### src/rtl/cache_arbiter_pkg.sv
// Shared types for the cache-to-memory arbiter.
// Contents:
//   DEFAULT_LINE_W : default cache-line width in bits
//   arb_state_t    : arbiter FSM state (legacy-compatible 2-bit encoding)
//   arb_owner_t    : which cache owns (or wins) the memory port
package cache_arbiter_pkg;

  localparam int DEFAULT_LINE_W = 256;

  typedef enum logic [1:0] {
    IDLE   = 2'd0,
    BUSY_I = 2'd1,
    BUSY_D = 2'd2
  } arb_state_t;

  typedef enum logic {
    OWN_I = 1'b0,
    OWN_D = 1'b1
  } arb_owner_t;

endpackage

### src/rtl/cache_arbiter.sv
// cache_arbiter: shares one physical-memory port between the instruction
// cache and the data cache. One requester is granted at a time; its address,
// write data and command are latched for the whole transaction, and the
// completion pulse is routed only to the owner.
//
// Ports:
//   clk, rst                 clock, synchronous active-high reset
//   i_read, i_address        instruction line-read request
//   i_rdata, i_resp          line data / completion to instruction cache
//   d_read, d_write          data line-read / writeback request
//   d_address, d_wdata       data line address / writeback data
//   d_rdata, d_resp          line data / completion to data cache
//   pmem_read, pmem_write    command to physical memory (from latch)
//   pmem_address, pmem_wdata latched address / write data
//   pmem_rdata, pmem_resp    memory read data / one-cycle done pulse
//
// Handshake: a request (i_read, d_read or d_write) is a level that is
// sampled only while the arbiter is IDLE; the grant is implicit and the
// command appears on pmem the next cycle. x_resp is a one-cycle pulse that
// coincides with pmem_resp and completes the transaction; x_rdata is valid
// only in that cycle. Requesters drop their request by the cycle after
// x_resp, otherwise it is taken as a new request.
module cache_arbiter
  import cache_arbiter_pkg::*;
#(
  parameter int MAX_D_STREAK = 4,
  parameter int LINE_W       = DEFAULT_LINE_W
) (
  input  logic              clk,
  input  logic              rst,
  input  logic              i_read,
  input  logic [31:0]       i_address,
  output logic [LINE_W-1:0] i_rdata,
  output logic              i_resp,
  input  logic              d_read,
  input  logic              d_write,
  input  logic [31:0]       d_address,
  input  logic [LINE_W-1:0] d_wdata,
  output logic [LINE_W-1:0] d_rdata,
  output logic              d_resp,
  output logic              pmem_read,
  output logic              pmem_write,
  output logic [31:0]       pmem_address,
  output logic [LINE_W-1:0] pmem_wdata,
  input  logic [LINE_W-1:0] pmem_rdata,
  input  logic              pmem_resp
);

  localparam int SW = $clog2(MAX_D_STREAK + 1);
  localparam logic [SW-1:0] STREAK_MAX = SW'(MAX_D_STREAK);

  arb_state_t        state;
  logic [SW-1:0]     streak;
  logic [31:0]       addr_q;
  logic [LINE_W-1:0] wdata_q;
  logic              cmd_read;
  logic              cmd_write;

  logic              d_req;
  logic              any_req;
  arb_owner_t        winner;
  logic              busy;

  // Data side wins ties unless it has already taken MAX_D_STREAK grants in
  // a row while an instruction fetch was waiting.
  always_comb begin
    d_req   = d_read | d_write;
    any_req = d_req | i_read;
    winner  = OWN_I;
    if (d_req && !(i_read && (streak == STREAK_MAX))) begin
      winner = OWN_D;
    end
  end

  always_ff @(posedge clk) begin
    if (rst) begin
      state     <= IDLE;
      streak    <= '0;
      addr_q    <= '0;
      wdata_q   <= '0;
      cmd_read  <= 1'b0;
      cmd_write <= 1'b0;
    end else begin
      case (state)
        IDLE: begin
          // No fetch waiting means no starvation to track.
          if (!i_read) begin
            streak <= '0;
          end
          if (any_req) begin
            if (winner == OWN_D) begin
              state     <= BUSY_D;
              addr_q    <= d_address;
              // Read and write together is illegal; treat it as a write.
              cmd_write <= d_write;
              cmd_read  <= ~d_write;
              wdata_q   <= d_write ? d_wdata : '0;
              if (i_read && (streak != STREAK_MAX)) begin
                streak <= streak + 1'b1;
              end
            end else begin
              state     <= BUSY_I;
              addr_q    <= i_address;
              cmd_write <= 1'b0;
              cmd_read  <= 1'b1;
              wdata_q   <= '0;
              streak    <= '0;
            end
          end
        end
        BUSY_I, BUSY_D: begin
          if (pmem_resp) begin
            state <= IDLE;
          end
        end
        default: state <= IDLE;
      endcase
    end
  end

  // The latched command is only presented while a transaction is open, so
  // it drops in the same cycle the FSM returns to IDLE (including on reset).
  assign busy         = (state != IDLE);
  assign pmem_read    = busy & cmd_read;
  assign pmem_write   = busy & cmd_write;
  assign pmem_address = addr_q;
  assign pmem_wdata   = wdata_q;

  assign i_resp  = (state == BUSY_I) & pmem_resp;
  assign d_resp  = (state == BUSY_D) & pmem_resp;
  assign i_rdata = pmem_rdata;
  assign d_rdata = pmem_rdata;

endmodule
### config.mk
export PLATFORM = sky130hd
export DESIGN_NAME = cache_arbiter
export DESIGN_NICKNAME = d
export VERILOG_FILES = /design/src/rtl/cache_arbiter_pkg.sv /design/src/rtl/cache_arbiter.sv
export SDC_FILE = /design/constraint.sdc
export NUM_CORES = 1
export LEC_CHECK = 0
export CAP_MARGIN = 10
export CORE_AREA = 2 2 542 544
export DETAILED_ROUTE_END_ITERATION = 8
export DIE_AREA = 0 0 544 546
export GPL_ROUTABILITY_DRIVEN = 0
export PLACE_DENSITY = 0.3
export SLEW_MARGIN = 20
export SYNTH_ARGS = -nofsm -noshare
export SYNTH_HDL_FRONTEND = slang
export SYNTH_SLANG_ARGS = --single-unit
### constraint.sdc
create_clock -name clk -period 2.3 [get_ports clk]
set_input_delay 0.345 -clock clk [delete_from_list [all_inputs] [get_ports clk]]
set_output_delay 0.345 -clock clk [all_outputs]
set_load 0.01 [all_outputs]
# After elaboration in Yosys (flattened, before gate mapping)
# Index checks and enable logic that the tools add are counted.
op_classes:
  add_sub_neg: 1
  multipliers: 0
  div_mod_pow: 0
  magnitude_cmp: 0
  n_eq_ne: 6
  shift: 0
  n_mux: 14
  bitwise_logic: 7
  n_reduce_logical: 9
ops:
  columns: ["cell", "count"]
  rows:
  - ["two-way mux 256 bit", 2]
  - ["two-way mux 32 bit", 1]
  - ["two-way mux 3 bit", 4]
  - ["two-way mux 2 bit", 3]
  - ["AND 1 bit", 4]
  - ["inequality test 2 bit, second input constant", 2]
  - ["case mux 2 bit (2 select lines)", 1]
  - ["AND reduction 2 bit", 2]
  - ["adder 3 x 1 -> 3 bit, second input constant", 1]
  - ["equality test 3 bit, second input constant", 1]
  - ["logical AND 1 bit", 3]
  - ["two-way mux 1 bit", 3]
  - ["inequality test 3 bit, second input constant", 1]
  - ["equality test 2 x 1 -> 1 bit, second input constant", 1]
  - ["equality test 2 bit, second input constant", 1]
  - ["zero test 2 bit", 1]
  - ["OR 1 bit", 2]
  - ["nonzero test 2 bit", 1]
  - ["OR reduction 2 bit", 1]
  - ["zero test 1 bit", 1]
  - ["inverter 1 bit", 1]
word_totals:
  reg_bits: 295
  latchBits: 0
  ramBits: 0
  romBits: 0
  input_bits: 582
  wordCells: 43
  mem_count: 0

# Depth between registers and ports, before layout
depth:
  word_depth: 8
  depth_mapped: 8
  depth_no_buf: 5

# Least setup slack after synthesis
# No wires, ideal clock.
synth_timing:
  path_type: "reg-to-reg"
  startpoint: "register state[0]"
  endpoint: "register wdata_q[100] (netlist: pmem_wdata[100])"
  arrival_ns: 1.427
  t_required_ns: 2.172
  slack_ns: 0.745
  stages_incl_launch_ff: 9
  n_path_buf: 3
  synth_period_minus_slack_ns: 1.555
  cell_sequence: "dfxtp_1 inv_1 ha_1 and2_1 buf_2 buf_4 buf_2 a32oi_1 nor2_1"
synth_via:
  elab_chain_cells: 2
synth_lines:
  columns: ["item", "line_no", "text"]
  rows:
  - ["start: declaration", "cache_arbiter.sv:52", "arb_state_t state;"]
  - ["start signal: assignment", "cache_arbiter.sv:77", "state <= IDLE;"]
  - ["start signal: assignment", "cache_arbiter.sv:92", "state <= BUSY_D;"]
  - ["start signal: assignment", "cache_arbiter.sv:102", "state <= BUSY_I;"]
  - ["zero test 2 bit", "cache_arbiter.sv:84", "case (state)"]
  - ["AND reduction 2 bit (no source line)", null, null]
  - ["end signal: assignment", "cache_arbiter.sv:97", "wdata_q <= d_write ? d_wdata : '0;"]
  - ["end: declaration", "cache_arbiter.sv:55", "logic [LINE_W-1:0] wdata_q;"]
# Every way passes these cells.
# A chain may end at the register's enable or synchronous reset.

# Final worst setup path
layout_timing:
  startpoint: "register wdata_q[163] (netlist: pmem_wdata[163])"
  endpoint: "output pmem_wdata[163]"
layout_rtl:
  columns: ["item", "line_no", "text"]
  rows:
  - ["end: declaration", "cache_arbiter.sv:44", "output logic [LINE_W-1:0] pmem_wdata,"]
# No word-level cell between the ends.

==> flow_metrics.env <==
export IMPL_status="finished, final reports clean"
export IMPL_drv_slew=0
export IMPL_drive_gt1_share_pct=9.01
export IMPL_p_leak_nw=7.10
export IMPL_final_nets=2304
export IMPL_cts_hold_buf=0
export IMPL_num_io_pins=1386
export IMPL_drc=0
export IMPL_wire_per_inst_microns=28.4
export IMPL_drv_cap=0
export IMPL_grt_ovfl_total=0
export IMPL_path_buf_inv=1
export IMPL_worstPathArrival_ns=1.89
export IMPL_postCtsSetupRepairBufs=0
export IMPL_final_common_cell="clkdlybuf4s50_1"
export IMPL_syn_area_sq_um=14700
export IMPL_relSlewSlack_pct=56.2
export IMPL_synth_distinct_cells=32
export IMPL_yosysWarnings=0
export IMPL_io_buffers=617
export IMPL_antenna_found_initial=23
export IMPL_hpwl_microns=141000
export IMPL_cp_required_ns=1.96
export IMPL_grt_max_degree=57
export IMPL_areaGrowthSynthToFinish_pct=60.8
export IMPL_vias_per_cell=2.33
export IMPL_timing_critical_path_slowest_stage_cell="clkdlybuf4s50_1"
export IMPL_cp_cell_sequence="clkdlybuf4s50_1"
export IMPL_grt_usage_pct=10.4
export IMPL_fillCellCount=33900
export IMPL_synth_fp_nets=2220
export IMPL_drtAntennaViolNets=0
export IMPL_clkTransAtPathRegs_ns=0.06
export IMPL_crit_fanout=2
export IMPL_die_w_microns=544
export IMPL_peakVddDrop_mv=0.451
export IMPL_cts_buffer_depth=3
export IMPL_core_sq_um=292000
export IMPL_layout_common_cells="clkdlybuf4s50_1, dfxtp_1, nor2_1"
export IMPL_post_route_util_pct=8.10
export IMPL_cellPowerDensity_nw_per_um2=700
export IMPL_syn_avg_cell_area_sq_um=9.01
export IMPL_clk_insertion_delay_late_ns=0.66
export IMPL_synth_cells=1633
export IMPL_num_rows=199
export IMPL_max_clock_freq_mhz=448
export IMPL_layoutNonFillerInstCount=5669
export IMPL_yosysSeqAreaShare_pct=40.1
export IMPL_synth_seq_cells=295
export IMPL_cts_htree_levels=2
export IMPL_design_die_area_sq_um=297000
export IMPL_grt_first_pass_wirelength_microns=191000
export IMPL_start_util_pct=5.04
export IMPL_cts_inserted_buffers=44
export IMPL_setup_viol=0
export IMPL_tns_ns=0
export IMPL_hold_viol_final=0
export IMPL_critical_path_top_delay_family="buffers and inverters"
export IMPL_fin_worst_skew_ns=0.0322
export IMPL_worst_pin_slew_ns=0.660
export IMPL_place_ws_ns=0.0674
export IMPL_die_h_microns=546
export IMPL_rsz0062_at_grt="yes"
export IMPL_num_vias=13200
export IMPL_first_iter_violations=813
export IMPL_wl_microns=161000
export IMPL_cp_startpoint="pmem_wdata[163]$_SDFFE_PP0P_"
export IMPL_worst_slack_ns=0.0660
export IMPL_slowest_delay_ns=0.64
export IMPL_r2r_start="state[1]$_SDFFE_PP0P_"
export IMPL_root_buffer="clkbuf_16"
export IMPL_dp_cells=5590
export IMPL_crit_type="reg -> out"
export IMPL_cp_end_kind="primary output"
export IMPL_cts_tree="done"
export IMPL_grt_pass1_vias=13200
export IMPL_startpoint_type="flop"
export IMPL_min_period_ns=2.23
export IMPL_hp_start="rst"
export IMPL_hp_class="in -> reg"
export IMPL_fin_crit_sh_pct=97.1
export IMPL_cts_sinks=295
export IMPL_firstDrtPassIters=5
## power breakdown
group / switching (mW) / internal [mW]
Combinational: 1.84 / 1.74
Clock: 2.88 / 4.25
Sequential: 0.323 / 5.52
Total: 5.04 / 11.5
## final timing paths
kind | slack, ns | endpoint | cells past startpoint
max | 0.07 | pmem_wdata[163] | 1
min | 0.13 | pmem_wdata[58]$_SDFFE_PP0P_ | 2
max reg2reg | 0.38 | pmem_wdata[130]$_SDFFE_PP0P_ | 7
min reg2reg | 0.49 | pmem_wdata[128]$_SDFFE_PP0P_ | 2
## routing by layer
metal	wire [microns]	up-vias	share of wire [%]	track usage (%)
met5	117	-	0.073	0.373
li1	-	5468	-	-
met2	74300	1459	46	16.9
met3	42000	197	26	12.4
met4	4560	4	2.8	2.83
met1	39700	6053	25	7.42
## kinds of logic after synthesis
kind of cell / share of synthesized area (%)
AND/OR/NAND/NOR: 9.37
buffers and inverters: 31.1
adder cells (fa/ha/maj): 0.425
flip-flops: 40.1
AO/OA/AOI/OAI: 19.0
## metrics by stage
stage               cell area [sq um]  hold slack, ns  total power, mW
global route                    23600           0.106             17.4
global placement                22200           0.464             9.61
CTS                             23600          0.0851             17.0
floorplan                       14700           0.458             8.07
detailed placement              22200           0.476             9.59
finish                          23700           0.129             16.6
## repair_timing
item	CTS	global route
resized for setup	9	1
setup endpoints to repair	10	3
pin swaps	0	0
## sequential cells by signal (all words and copies together), names as in the netlist
name          flops
streak            3
pmem_wdata      256
state             2
cmd_read          1
cmd_write         1
pmem_address     32
## final cells by class
type,count,area (sq um),area share [%]
inverter,4,15.0,0.0635
tap,3919,4900,20.7
multi-input combinational,681,4250,18.0
antenna,7,17.5,0.0741
clock inverter,10,166,0.704
sequential,295,5910,25.0
timing repair buffer,691,7120,30.1
clock buffer,62,1270,5.37
## cells in the mapped netlist
library cell | number | area share (%)
and3_4 | 1 | 0.077
inv_1 | 4 | 0.10
or2_1 | 1 | 0.043
a211o_1 | 1 | 0.060
dfxtp_1 | 295 | 40
a311oi_1 | 32 | 1.9
buf_4 | 536 | 27
nand2b_1 | 3 | 0.13
a211oi_1 | 1 | 0.051
a21oi_1 | 6 | 0.20
buf_2 | 66 | 2.2
nor3b_1 | 1 | 0.051
clkbuf_1 | 46 | 1.2
and3b_1 | 1 | 0.060
buf_6 | 1 | 0.077
and2_1 | 3 | 0.13
o21ai_0 | 34 | 1.2
a32oi_1 | 256 | 15
ha_1 | 5 | 0.43
o31ai_4 | 1 | 0.14
nand3_1 | 33 | 1.1
nor2b_1 | 3 | 0.13
a21boi_0 | 1 | 0.051
clkbuf_2 | 3 | 0.10
o31a_1 | 1 | 0.060
buf_1 | 1 | 0.025
a22oi_1 | 1 | 0.051
nor2_1 | 291 | 7.4
nand4_1 | 2 | 0.085
nor4b_1 | 1 | 0.060
or4b_1 | 1 | 0.068
o211ai_1 | 1 | 0.051
No activity file was read; power rests on OpenSTA's default activity.
